--- src/rtl/pkt_store_pkg.sv ---
// Shared packet-store definitions: sizing, writer FSM states and the descriptor record.
package pkt_store_pkg;

  localparam int unsigned NUM_SLOTS = 1024;
  localparam int unsigned SLOT_W    = 10;
  localparam int unsigned MAX_LEN   = 1024;
  localparam int unsigned BYTE_W    = 10;
  localparam int unsigned LEN_W     = 11;
  localparam int unsigned DROP_W    = 16;

  typedef enum logic [1:0] {
    StIdle,
    StWrite,
    StDrop,
    StCommit
  } wr_state_e;

  typedef struct packed {
    logic [SLOT_W-1:0] slot;
    logic [LEN_W-1:0]  len;
  } pkt_desc_t;

endpackage

--- src/rtl/pkt_slot_tracker.sv ---
// Ring-order slot allocator: next write slot and count of committed, unreleased slots.
module pkt_slot_tracker
  import pkt_store_pkg::*;
(
  input  logic              clk,
  input  logic              rst,
  input  logic              commit,
  input  logic              rel,
  output logic [SLOT_W-1:0] wr_slot,
  output logic [LEN_W-1:0]  used_count,
  output logic              full
);

  logic rel_eff;

  // A release with nothing occupied is meaningless and must not underflow.
  assign rel_eff = rel && (used_count != '0);
  assign full    = (used_count == LEN_W'(NUM_SLOTS));

  always_ff @(posedge clk) begin
    if (rst) begin
      wr_slot    <= '0;
      used_count <= '0;
    end else begin
      if (commit) begin
        wr_slot <= (wr_slot == SLOT_W'(NUM_SLOTS - 1)) ? '0 : wr_slot + 1'b1;
      end
      if (commit && !rel_eff) begin
        used_count <= used_count + 1'b1;
      end else if (!commit && rel_eff) begin
        used_count <= used_count - 1'b1;
      end
    end
  end

endmodule

--- src/rtl/pkt_ingress_writer.sv ---
// Writes framed byte packets into ring-ordered RAM slots and emits a (slot, len) descriptor.
module pkt_ingress_writer
  import pkt_store_pkg::*;
(
  input  logic              clk,
  input  logic              rst,
  input  logic [7:0]        in_data,
  input  logic              in_valid,
  input  logic              in_last,
  output logic              in_ready,
  output logic [7:0]        ram_data,
  output logic [SLOT_W-1:0] ram_addr,
  output logic [BYTE_W-1:0] ram_byte,
  output logic              ram_we,
  output logic              desc_valid,
  input  logic              desc_ready,
  output logic [SLOT_W-1:0] desc_slot,
  output logic [LEN_W-1:0]  desc_len,
  input  logic              rel,
  output logic [LEN_W-1:0]  used_count,
  output logic [DROP_W-1:0] drop_count
);

  wr_state_e         state;
  logic [LEN_W-1:0]  byte_cnt;
  pkt_desc_t         desc_q;
  logic [SLOT_W-1:0] wr_slot;
  logic              full;
  logic              accept;
  logic              commit;

  pkt_slot_tracker u_slot_tracker (
    .clk        (clk),
    .rst        (rst),
    .commit     (commit),
    .rel        (rel),
    .wr_slot    (wr_slot),
    .used_count (used_count),
    .full       (full)
  );

  always_comb begin
    in_ready = 1'b0;
    if (!rst) begin
      unique case (state)
        StIdle:          in_ready = !full;
        StWrite, StDrop: in_ready = 1'b1;
        StCommit:        in_ready = 1'b0;
      endcase
    end
  end

  assign accept = in_valid && in_ready;
  // A descriptor may be loaded when the output register is empty or being drained this cycle.
  assign commit = (state == StCommit) && (!desc_valid || desc_ready);

  assign desc_slot = desc_q.slot;
  assign desc_len  = desc_q.len;

  always_ff @(posedge clk) begin
    if (rst) begin
      state      <= StIdle;
      byte_cnt   <= '0;
      drop_count <= '0;
      desc_valid <= 1'b0;
      desc_q     <= '0;
      ram_we     <= 1'b0;
      ram_data   <= '0;
      ram_addr   <= '0;
      ram_byte   <= '0;
    end else begin
      ram_we <= 1'b0;
      if (desc_valid && desc_ready) begin
        desc_valid <= 1'b0;
      end
      unique case (state)
        StIdle: begin
          if (accept) begin
            ram_we   <= 1'b1;
            ram_addr <= wr_slot;
            ram_byte <= '0;
            ram_data <= in_data;
            byte_cnt <= LEN_W'(1);
            state    <= in_last ? StCommit : StWrite;
          end
        end
        StWrite: begin
          if (accept) begin
            if (byte_cnt == LEN_W'(MAX_LEN)) begin
              // Oversize: the slot is left uncommitted and reused by the next packet.
              if (drop_count != {DROP_W{1'b1}}) begin
                drop_count <= drop_count + 1'b1;
              end
              state <= in_last ? StIdle : StDrop;
            end else begin
              ram_we   <= 1'b1;
              ram_addr <= wr_slot;
              ram_byte <= byte_cnt[BYTE_W-1:0];
              ram_data <= in_data;
              byte_cnt <= byte_cnt + 1'b1;
              if (in_last) begin
                state <= StCommit;
              end
            end
          end
        end
        StDrop: begin
          if (accept && in_last) begin
            state <= StIdle;
          end
        end
        StCommit: begin
          if (commit) begin
            desc_valid  <= 1'b1;
            desc_q.slot <= wr_slot;
            desc_q.len  <= byte_cnt;
            state       <= StIdle;
          end
        end
      endcase
    end
  end

endmodule

--- config.mk ---
export PLATFORM = sky130hd
export DESIGN_NAME = pkt_ingress_writer
export DESIGN_NICKNAME = d
export VERILOG_FILES = /design/src/rtl/pkt_store_pkg.sv /design/src/rtl/pkt_slot_tracker.sv /design/src/rtl/pkt_ingress_writer.sv
export SDC_FILE = /design/constraint.sdc
export NUM_CORES = 1
export LEC_CHECK = 0
export ABC_CLOCK_PERIOD_IN_PS = 4000
export BUFFER_PORTS_ARGS = -buffer_cell sky130_fd_sc_hd__clkbuf_2
export CAP_MARGIN = 40
export CORE_MARGIN = 5
export CORE_UTILIZATION = 24
export DETAILED_ROUTE_END_ITERATION = 12
export PLACE_DENSITY = 0.37
export SLEW_MARGIN = 20
export SYNTH_ARGS = -nofsm -noshare
export SYNTH_HDL_FRONTEND = slang
export SYNTH_SLANG_ARGS = --single-unit
--- constraint.sdc ---
create_clock -name clk -period 4 [get_ports clk]
set_input_delay 0.2 -clock clk [delete_from_list [all_inputs] [get_ports clk]]
set_output_delay 0.2 -clock clk [all_outputs]
set_load 0.03 [all_outputs]
==> flow_metrics.env, run 1 <==
export IMPL_antenna_found_initial=0
export IMPL_synth_async_reset_ratio=0
export IMPL_timing_rr_end="u_slot_tracker.used_count[10]$_SDFFE_PP0P_"
export IMPL_ir_drop_v=0.000266
export IMPL_pwr_density_cell_mw_per_mm2=571
export IMPL_fp_row_count=51
export IMPL_cts_hold_buf=0
export IMPL_overflow=0
export IMPL_max_freq_mhz=290
export IMPL_core_area_sq_mm=0.0193
export IMPL_fin_hold_ws_ns=0.0833
export IMPL_nNetsFinal=652
export IMPL_grt_pass1_wl_microns=20600
export IMPL_fill_cells=2103
export IMPL_netlist_area_sq_mm=0.00470
export IMPL_ys_types=59
export IMPL_ys_flop_type="dfxtp_1"
export IMPL_hold_path_end="ram_data[7]$_SDFFE_PP0P_"
export IMPL_tightestPinTransition_ns=0.678
export IMPL_seq_area_sq_mm=0.00202
export IMPL_synth_compound_area_share=0.128
export IMPL_cts_buffer_depth=2
export IMPL_cts_htree_levels=3
export IMPL_grt_pass1_vias=3934
export IMPL_fin_crit_ns=3.45
export IMPL_hold_path_class="input port to register"
export IMPL_vias=3934
export IMPL_synth_edff_count=0
export IMPL_grt_max_degree=56
export IMPL_dieHeight_microns=150
export IMPL_yosysMostFrequentCell="dfxtp_1"
export IMPL_drt_initial_drc_count=162
export IMPL_cts_sinks=101
export IMPL_synth_adder_area_share=0.0522
export IMPL_setup_viol=0
export IMPL_avgRoutedWirePerCell_microns=14.2
export IMPL_postCtsSetupBuffers=0
export IMPL_drc=0
export IMPL_dp_slack_ns=0.558
export IMPL_vias_per_cell=4.43
export IMPL_p_clk_frac=0.255
export IMPL_path_cells="nor4_1 -> nand3_1 -> o21ai_0 -> ha_1 -> inv_1 -> ha_1 -> nand2b_1 -> a21oi_1 -> o21ai_1 -> o21ai_1 -> mux2i_1 -> mux2_1"
export IMPL_power_net_switching_uw=1280
export IMPL_r2r_start="u_slot_tracker.used_count[2]$_SDFFE_PP0P_"
export IMPL_finClkSkew_ns=0.00929
export IMPL_rrSetupSlack_ns=0.55
export IMPL_portBuffers=92
export IMPL_syn_area_per_cell_sq_um=8.81
export IMPL_die_area_sq_mm=0.0225
export IMPL_path_clk_slew_ns=0.07
export IMPL_yosys_mux_area_fraction=0.0493
export IMPL_multi_input_area_sq_mm=0.00249
export IMPL_min_from="in_data[7]"
export IMPL_switching_share=0.392
export IMPL_critPathBufInv=1
export IMPL_layout_drive_gt1_share=0.210
export IMPL_cts_resized=0
export IMPL_cts_tree="done"
export IMPL_yosys_area_share_simple=0.249
export IMPL_yosysSeqAreaShare=0.431
export IMPL_fin_tns_setup_ns=0
export IMPL_clk_latency_ns=0.35
export IMPL_relSlewSlack=0.545
export IMPL_synth_seq_cells=101
export IMPL_max_stage_delay_ns=0.58
export IMPL_rr_worst_depth=12
export IMPL_slowest_stage="nor4_1"
export IMPL_synthCells=533
export IMPL_cts_buffers=9
export IMPL_die_w_microns=150
export IMPL_post_route_period_util=0.863
export IMPL_wl_microns=12600
export IMPL_seqPwrFrac=0.361
export IMPL_synth_nets=566
export IMPL_critPathCaptureType="register"
export IMPL_hold_viol=0
export IMPL_leakagePower_uw=0.00225
export IMPL_synthTopCellsByCount="dfxtp_1, nor2_1, nand2_1"
export IMPL_root_buffer="clkbuf_16"
export IMPL_combPwrFrac=0.384
export IMPL_num_antenna_cells=0
export IMPL_path_max_fanout=10
export IMPL_synth_top_area_share=0.431
export IMPL_p_int_uw=1980
export IMPL_synthXorXnorAreaFrac=0.0522
export IMPL_setup_slack_ns=0.548
export IMPL_yosys_area_top_type="dfxtp_1"
export IMPL_worstPathArrival_ns=3.69
export IMPL_maxSlewViolCount=0
export IMPL_rsz0062_at_grt="no"
export IMPL_grtUsageTotal=0.115
export IMPL_cp_top_family="simple AND/OR/NAND/NOR gates"
export IMPL_ios=93
export IMPL_place_congestion=0.767
export IMPL_post_dp_hpwl_microns=9050
export IMPL_dr_pass1_iters=4
export IMPL_ant_nets=0
export IMPL_initial_core_util=0.243
export IMPL_synth_area_leaders="dfxtp_1, nor2_1, nand2_1"
export IMPL_synth_warnings=0
export IMPL_holdPathStages=3
export IMPL_worstSetupPathType="register to register"
export IMPL_synth_top_family_by_area="simple AND/OR/NAND/NOR gates"
export IMPL_area_delta_synth_final_pct=21.6
export IMPL_worst_endpoint_required_ns=4.24
export IMPL_start_kind="register"
export IMPL_drv_cap=0
export IMPL_outcome="finished, final reports clean"
[power by group through the flow]
stage	Clock, uW	Combinational, uW	Sequential, uW
6_report	833	1250	1180
2_1_floorplan	0	853	1310
3_3_place_gp	0	1270	1200
5_1_grt	914	1400	1190
3_5_place_dp	0	1260	1200
4_1_cts	874	1270	1180
[routing by layer]
metal  up-vias  share of wire  track usage
li1       2030              -            -
met1      1823           0.48        0.150
met2        67           0.46        0.186
met3        14          0.046       0.0291
met4         0          0.016       0.0398
met5         -              0            0
[how the worst max path moves through the flow]
| stage | start | end | cells after the start |
|---|---|---|---|
| 6_report | u_slot_tracker.used_count[2]$_SDFFE_PP0P_ | u_slot_tracker.used_count[10]$_SDFFE_PP0P_ | 12 |
| 5_1_grt | u_slot_tracker.used_count[2]$_SDFFE_PP0P_ | u_slot_tracker.used_count[10]$_SDFFE_PP0P_ | 12 |
| 4_1_cts | u_slot_tracker.used_count[2]$_SDFFE_PP0P_ | u_slot_tracker.used_count[10]$_SDFFE_PP0P_ | 12 |
| 3_5_place_dp | u_slot_tracker.used_count[2]$_SDFFE_PP0P_ | u_slot_tracker.used_count[10]$_SDFFE_PP0P_ | 12 |
| 3_3_place_gp | u_slot_tracker.used_count[2]$_SDFFE_PP0P_ | u_slot_tracker.used_count[10]$_SDFFE_PP0P_ | 12 |
| 2_1_floorplan | u_slot_tracker.used_count[2]$_SDFFE_PP0P_ | u_slot_tracker.used_count[10]$_SDFFE_PP0P_ | 12 |
[layout by cell type (no fill, tap or decap), types with 10 or more instances in the layout]
master	synthesis	final
a22o_1	10	10
ha_1	18	18
dfxtp_1	101	101
a21oi_1	42	42
nand4_1	13	13
xor2_1	12	12
inv_1	19	19
nand2_1	73	73
clkbuf_2	0	92
nor2_1	75	75
xnor2_1	16	16
mux2i_1	22	22
[worst reg2reg max path, stage by stage, from the launching register on]
cell and delay [ns]:
dfxtp_1 0.34, nor4_1 0.58, nand3_1 0.14, o21ai_0 0.17, ha_1 0.24, inv_1 0.21, ha_1 0.40, nand2b_1 0.10
a21oi_1 0.25, o21ai_1 0.17, o21ai_1 0.20, mux2i_1 0.22, mux2_1 0.33
[metrics by stage]
| step | total power (uW) | util | cell area (sq um) | instances |
|---|---|---|---|---|
| 5_1_grt | 3500 | 0.295 | 5710 | 889 |
| 6_report | 3260 | 0.295 | 5710 | 889 |
| 4_1_cts | 3320 | 0.295 | 5710 | 889 |
| 3_3_place_gp | 2460 | 0.280 | 5410 | 872 |
| 3_5_place_dp | 2460 | 0.281 | 5440 | 873 |
| 2_1_floorplan | 2160 | - | 4700 | 533 |
[cell type report]
class                      instances  area share
clock inverter                     5     0.00635
tap                              265      0.0581
timing repair buffer              97      0.0907
multi-input combinational        390       0.437
inverter                          20      0.0131
sequential                       101       0.354
clock buffer                      11      0.0408
[flip-flops by register name (all words and copies together), names as in the netlist]
register / count
desc_slot: 10
desc_valid: 1
u_slot_tracker.wr_slot: 10
u_slot_tracker.used_count: 11
ram_we: 1
byte_cnt: 11
ram_byte: 10
ram_data: 8
state: 2
ram_addr: 10
drop_count: 16
desc_len: 11
[logic make-up (layout without fill, tap and decap cells)]
| logic type | after synthesis | after routing |
|---|---|---|
| compound gates | 96 | 96 |
| mux | 23 | 23 |
| simple gates | 224 | 224 |
| fa+ha+maj | 19 | 19 |
| buf+inv | 42 | 133 |
| flops | 101 | 101 |
| xor+xnor | 28 | 28 |
Power figures use the tool's default switching activity.
==> run 2, diff against run 1 <==
Settings changed: ABC_CLOCK_PERIOD_IN_PS 4000 to 2800, GPL_TIMING_DRIVEN from default to 0, PLACE_DENSITY 0.37 to 0.39, SLEW_MARGIN 20 to 10.
Clock period 4 ns to 2.8 ns, I/O delays scaled along.
==> flow_metrics.env, run 2 (synthesis results as in run 1) <==
export IMPL_cts_tree="done"
export IMPL_hold_viol=0
export IMPL_power_net_switching_uw=2090
export IMPL_vias_per_cell=4.49
export IMPL_portBuffers=91
export IMPL_ant_nets=0
export IMPL_cts_htree_levels=3
export IMPL_stdcell_area_sq_mm=0.00616
export IMPL_ir_drop_v=0.000615
export IMPL_fin_crit_ns=2.78
export IMPL_regMostFlops="drop_count"
export IMPL_final_common_cell="dfxtp_1"
export IMPL_cts_buffers=9
export IMPL_combPwrFrac=0.449
export IMPL_slowest_stage="or4_1"
export IMPL_place_congestion=0.767
export IMPL_fin_hold_ws_ns=0.0289
export IMPL_grtUsageTotal=0.126
export IMPL_fill_cells=2037
export IMPL_setup_viol=0
export IMPL_hold_path_class="input port to register"
export IMPL_p_int_uw=3380
export IMPL_layout_common_cells="dfxtp_1, clkbuf_2, nor2_1"
export IMPL_ios=93
export IMPL_path_max_fanout=5
export IMPL_relSlewSlack=0.516
export IMPL_worst_endpoint_required_ns=3.07
export IMPL_cpMostUsedCell="o21ai_1"
export IMPL_dp_slack_ns=-0.612
export IMPL_root_buffer="clkbuf_16"
export IMPL_post_dp_hpwl_microns=10200
export IMPL_post_route_period_util=0.992
export IMPL_antenna_found_initial=0
export IMPL_fp_row_count=51
export IMPL_clk_latency_ns=0.34
export IMPL_nNetsFinal=683
export IMPL_avgRoutedWirePerCell_microns=15.1
export IMPL_pwr_density_cell_mw_per_mm2=888
export IMPL_worstPathArrival_ns=3.05
export IMPL_core_area_sq_mm=0.0193
export IMPL_path_cells="nor4_4 -> nand3_1 -> o21ai_1 -> ha_2 -> inv_6 -> ha_4 -> o21ai_1 -> o21ba_2 -> o21ai_4 -> a21oi_2 -> or4_1 -> o211ai_1"
export IMPL_cts_sinks=101
export IMPL_seqPwrFrac=0.318
export IMPL_initial_core_util=0.243
export IMPL_post_dp_cell_area_sq_mm=0.00554
export IMPL_max_stage_delay_ns=0.39
export IMPL_seq_area_sq_mm=0.00204
export IMPL_rsz0062_at_grt="yes"
export IMPL_num_antenna_cells=0
export IMPL_drt_initial_drc_count=192
export IMPL_grt_pass1_wl_microns=22300
export IMPL_start_kind="register"
export IMPL_grt_max_degree=19
export IMPL_multi_input_area_sq_mm=0.00272
export IMPL_drv_cap=0
export IMPL_area_delta_synth_final_pct=31.2
export IMPL_tightestPinTransition_ns=0.721
export IMPL_max_freq_mhz=360
export IMPL_p_clk_frac=0.233
export IMPL_die_area_sq_mm=0.0225
export IMPL_dr_pass1_iters=4
export IMPL_layout_drive_gt1_share=0.277
export IMPL_overflow=0
export IMPL_grt_pass1_vias=4080
export IMPL_cts_hold_buf=0
export IMPL_cts_buffer_depth=2
export IMPL_path_clk_slew_ns=0.07
export IMPL_drc=0
export IMPL_largest_reg_flops=16
export IMPL_leakagePower_uw=0.00239
export IMPL_vias=4123
export IMPL_switching_share=0.382
export IMPL_worstSetupPathType="register to register"
export IMPL_dieHeight_microns=150
export IMPL_maxSlewViolCount=0
export IMPL_die_w_microns=150
export IMPL_critPathCaptureType="register"
export IMPL_setup_slack_ns=0.0226
export IMPL_finClkSkew_ns=0.0101
export IMPL_wl_microns=13900
export IMPL_outcome="finished, final reports clean"
run 2: per-stage QoR:
stage	instances	TNS (ns)	util	total power [uW]
after floorplan	533	0	-	3180
after global placement	889	-2.40	0.286	3640
after detailed placement	889	-2.66	0.286	3650
after CTS	914	0	0.312	5310
after global routing	919	-0.260	0.319	5840
final	919	0	0.319	5470
run 2: cell type report:
type | instances | share of cell area
Tap cell | 265 | 0.0538
Timing Repair Buffer | 106 | 0.0928
Buffer | 21 | 0.0162
Sequential cell | 101 | 0.332
Inverter | 20 | 0.0142
Clock buffer | 12 | 0.0400
Multi-Input combinational cell | 390 | 0.442
Timing Repair inverter | 1 | 0.00183
Clock inverter | 3 | 0.00751
run 2: power by group through the flow:
| stage | registers, uW | logic [uW] | clock network (uW) |
|---|---|---|---|
| after floorplan | 1900 | 1280 | 0 |
| after global placement | 1750 | 1880 | 0 |
| after detailed placement | 1750 | 1900 | 0 |
| after CTS | 1730 | 2240 | 1340 |
| after global routing | 1750 | 2710 | 1380 |
| final | 1740 | 2460 | 1270 |
run 2: worst max-delay path: cells and delay by family (launching register included):
| kind | cells | cell delay (ns) |
|---|---|---|
| DFF | 1 | 0.37 |
| and+or+nand+nor | 3 | 0.83 |
| AOI/OAI and AO/OA | 6 | 0.86 |
| buffers and inverters | 1 | 0.08 |
| adders and majority gates | 2 | 0.56 |
run 2: metal layers:
metal | track usage | vias up | part of all wire
met4 | 0.0329 | 0 | 0.0096
met1 | 0.169 | 1941 | 0.48
met2 | 0.203 | 76 | 0.47
met3 | 0.0321 | 13 | 0.047
met5 | 0 | - | 0
li1 | - | 2093 | -
run 2: what timing repair did:
item	4_1_cts	5_1_grt
buffers inserted	10	5
setup endpoints to repair	8	5
cloned	1	0
pin swaps	13	12
gates resized for setup	28	18
run 2: worst paths after layout:
check                                       startpoint                                         to  slack [ns]  depth (start not counted)
max          u_slot_tracker.used_count[4]$_SDFFE_PP0P_  u_slot_tracker.used_count[7]$_SDFFE_PP0P_        0.02                         12
min                                         in_data[5]                   ram_data[5]$_SDFFE_PP0P_        0.03                          3
max reg2reg  u_slot_tracker.used_count[4]$_SDFFE_PP0P_  u_slot_tracker.used_count[7]$_SDFFE_PP0P_        0.02                         12
min reg2reg                  desc_slot[7]$_SDFFE_PP0P_                  desc_slot[7]$_SDFFE_PP0P_        0.46                          2
==> run 3, diff against run 2 <==
Settings changed: ABC_CLOCK_PERIOD_IN_PS 2800 to 2700, PLACE_DENSITY 0.39 to 0.37.
Clock period 2.8 ns to 2.7 ns, I/O delays scaled along.
==> flow_metrics.env, run 3 (synthesis results as in run 1) <==
export IMPL_outcome="finished, violations left"
export IMPL_violations="negative setup slack"
export IMPL_min_from="in_data[3]"
export IMPL_path_max_fanout=5
export IMPL_grt_pass1_wl_microns=22300
export IMPL_wl_microns=13700
export IMPL_portBuffers=91
export IMPL_grt_pass1_vias=4096
export IMPL_clk_latency_ns=0.35
export IMPL_die_w_microns=150
export IMPL_num_antenna_cells=0
export IMPL_leakagePower_uw=0.00236
export IMPL_die_area_sq_mm=0.0225
export IMPL_cts_htree_levels=3
export IMPL_post_dp_cell_area_sq_mm=0.00557
export IMPL_worstPathArrival_ns=3.05
export IMPL_ant_nets=0
export IMPL_start_kind="register"
export IMPL_largest_reg_flops=16
export IMPL_nNetsFinal=675
export IMPL_rsz0062_at_grt="yes"
export IMPL_root_buffer="clkbuf_16"
export IMPL_rr_worst_depth=12
export IMPL_cts_buffer_depth=2
export IMPL_worst_endpoint_required_ns=2.94
export IMPL_finClkSkew_ns=0.00994
export IMPL_drc=0
export IMPL_drv_cap=0
export IMPL_post_route_period_util=1.04
export IMPL_grtUsageTotal=0.127
export IMPL_ios=93
export IMPL_cts_hold_buf=0
export IMPL_cpMostUsedCell="o21ai_2"
export IMPL_initial_core_util=0.243
export IMPL_hold_path_class="input port to register"
export IMPL_maxSlewViolCount=0
export IMPL_max_freq_mhz=355
export IMPL_place_congestion=0.751
export IMPL_fp_row_count=51
export IMPL_layout_drive_gt1_share=0.275
export IMPL_final_common_cell="dfxtp_1"
export IMPL_post_dp_hpwl_microns=10200
export IMPL_r2r_start="u_slot_tracker.used_count[3]$_SDFFE_PP0P_"
export IMPL_core_area_sq_mm=0.0193
export IMPL_grt_max_degree=17
export IMPL_setup_slack_ns=-0.115
export IMPL_pwr_density_cell_mw_per_mm2=911
export IMPL_area_delta_synth_final_pct=30.3
export IMPL_drt_initial_drc_count=192
export IMPL_hold_viol=0
export IMPL_dieHeight_microns=150
export IMPL_layout_common_cells="dfxtp_1, clkbuf_2, nor2_1"
export IMPL_max_stage_delay_ns=0.36
export IMPL_slowest_stage="dfxtp_4"
export IMPL_antenna_found_initial=0
export IMPL_tightestPinTransition_ns=0.714
export IMPL_dr_pass1_iters=4
export IMPL_holdPathStages=3
export IMPL_vias=4049
export IMPL_cts_sinks=101
export IMPL_overflow=0
export IMPL_vias_per_cell=4.44
export IMPL_avgRoutedWirePerCell_microns=15.1
export IMPL_setup_viol=2
export IMPL_cts_tree="done"
export IMPL_stdcell_area_sq_mm=0.00612
export IMPL_worstSetupPathType="register to register"
export IMPL_path_cells="nor4_4 -> nand3_1 -> o21ai_2 -> ha_4 -> inv_8 -> ha_4 -> nand2b_4 -> a21oi_4 -> o21ai_2 -> o21ai_2 -> mux2i_1 -> mux2_1"
export IMPL_timing_rr_end="u_slot_tracker.used_count[10]$_SDFFE_PP0P_"
export IMPL_critPathCaptureType="register"
export IMPL_path_clk_slew_ns=0.07
export IMPL_hold_path_end="ram_data[3]$_SDFFE_PP0P_"
export IMPL_cts_buffers=9
export IMPL_regMostFlops="drop_count"
export IMPL_fin_tns_setup_ns=-0.143
export IMPL_fin_crit_ns=2.81
export IMPL_relSlewSlack=0.521
export IMPL_ir_drop_v=0.000570
export IMPL_rrSetupSlack_ns=-0.11
run 3: cell types whose count changed in the layout (fill, tap and decap cells not counted), sizes merged:
cell | before | now
buf | 23 | 14
inv | 21 | 22
bufinv | 1 | 0
clkinv | 1 | 2
clkbuf | 116 | 117
run 3: worst max path at each step:
stage / from / endpoint / slack, ns / depth (start not counted)
2_1_floorplan: u_slot_tracker.used_count[5]$_SDFFE_PP0P_ / u_slot_tracker.used_count[10]$_SDFFE_PP0P_ / -0.01 / 12
3_3_place_gp: state[0]$_SDFFE_PP0P_ / u_slot_tracker.used_count[10]$_SDFFE_PP0P_ / -0.50 / 13
3_5_place_dp: state[0]$_SDFFE_PP0P_ / u_slot_tracker.used_count[9]$_SDFFE_PP0P_ / -0.52 / 13
4_1_cts: u_slot_tracker.used_count[4]$_SDFFE_PP0P_ / u_slot_tracker.used_count[9]$_SDFFE_PP0P_ / -0.05 / 12
5_1_grt: u_slot_tracker.used_count[3]$_SDFFE_PP0P_ / u_slot_tracker.used_count[10]$_SDFFE_PP0P_ / -0.26 / 12
6_report: u_slot_tracker.used_count[3]$_SDFFE_PP0P_ / u_slot_tracker.used_count[10]$_SDFFE_PP0P_ / -0.11 / 12
run 3: final cells by class:
cell class	count	area [sq um]
fillers	2061	13200
repair inverters	1	6.26
well taps	265	332
repair buffers	97	500
inverters	20	85.1
multi-input cells	390	2750
flip-flops and latches	101	2040
plain buffers	22	114
clock inverters	4	30.0
clock buffers	12	267
run 3: worst max-delay path: cells and delay by family, from the launching register on:
| family | cells | cell delay, ns |
|---|---|---|
| and+or+nand+nor | 3 | 0.56 |
| muxes | 2 | 0.59 |
| buffers and inverters | 1 | 0.07 |
| AOI/OAI and AO/OA | 4 | 0.57 |
| adders and majority gates | 2 | 0.53 |
| DFF | 1 | 0.36 |
run 3: layer usage:
layer | global-route usage | vias to the layer above | wire length, microns
li1 | - | 2078 | -
met1 | 0.164 | 1895 | 6440
met2 | 0.214 | 62 | 6660
met3 | 0.0254 | 14 | 471
met4 | 0.0339 | 0 | 152
met5 | 0 | - | 0
run 3: timing repair:
item                       4_1_cts  5_1_grt
setup buffers                    4        2
setup endpoints to repair        7        5
cloned                           1        0
gates resized for setup         33        5
pin swaps                       13       10
run 3: through the flow:
stage,hold slack [ns],util,total power [uW],std cells,worst slack [ns]
2_1_floorplan,0.282,-,3350,533,-0.0130
3_3_place_gp,0.373,0.288,3830,889,-0.500
3_5_place_dp,0.381,0.288,3840,889,-0.518
4_1_cts,0.00585,0.315,5550,910,-0.0524
5_1_grt,0.0148,0.317,5960,912,-0.257
6_report,0.0215,0.317,5580,912,-0.115
run 3: report_power, final:
group	internal, uW	switching (uW)	leakage (uW)	total, uW
Sequential	1630	180	0.000821	1810
Clock	706	603	0.000145	1310
Combinational	1070	1390	0.00139	2460
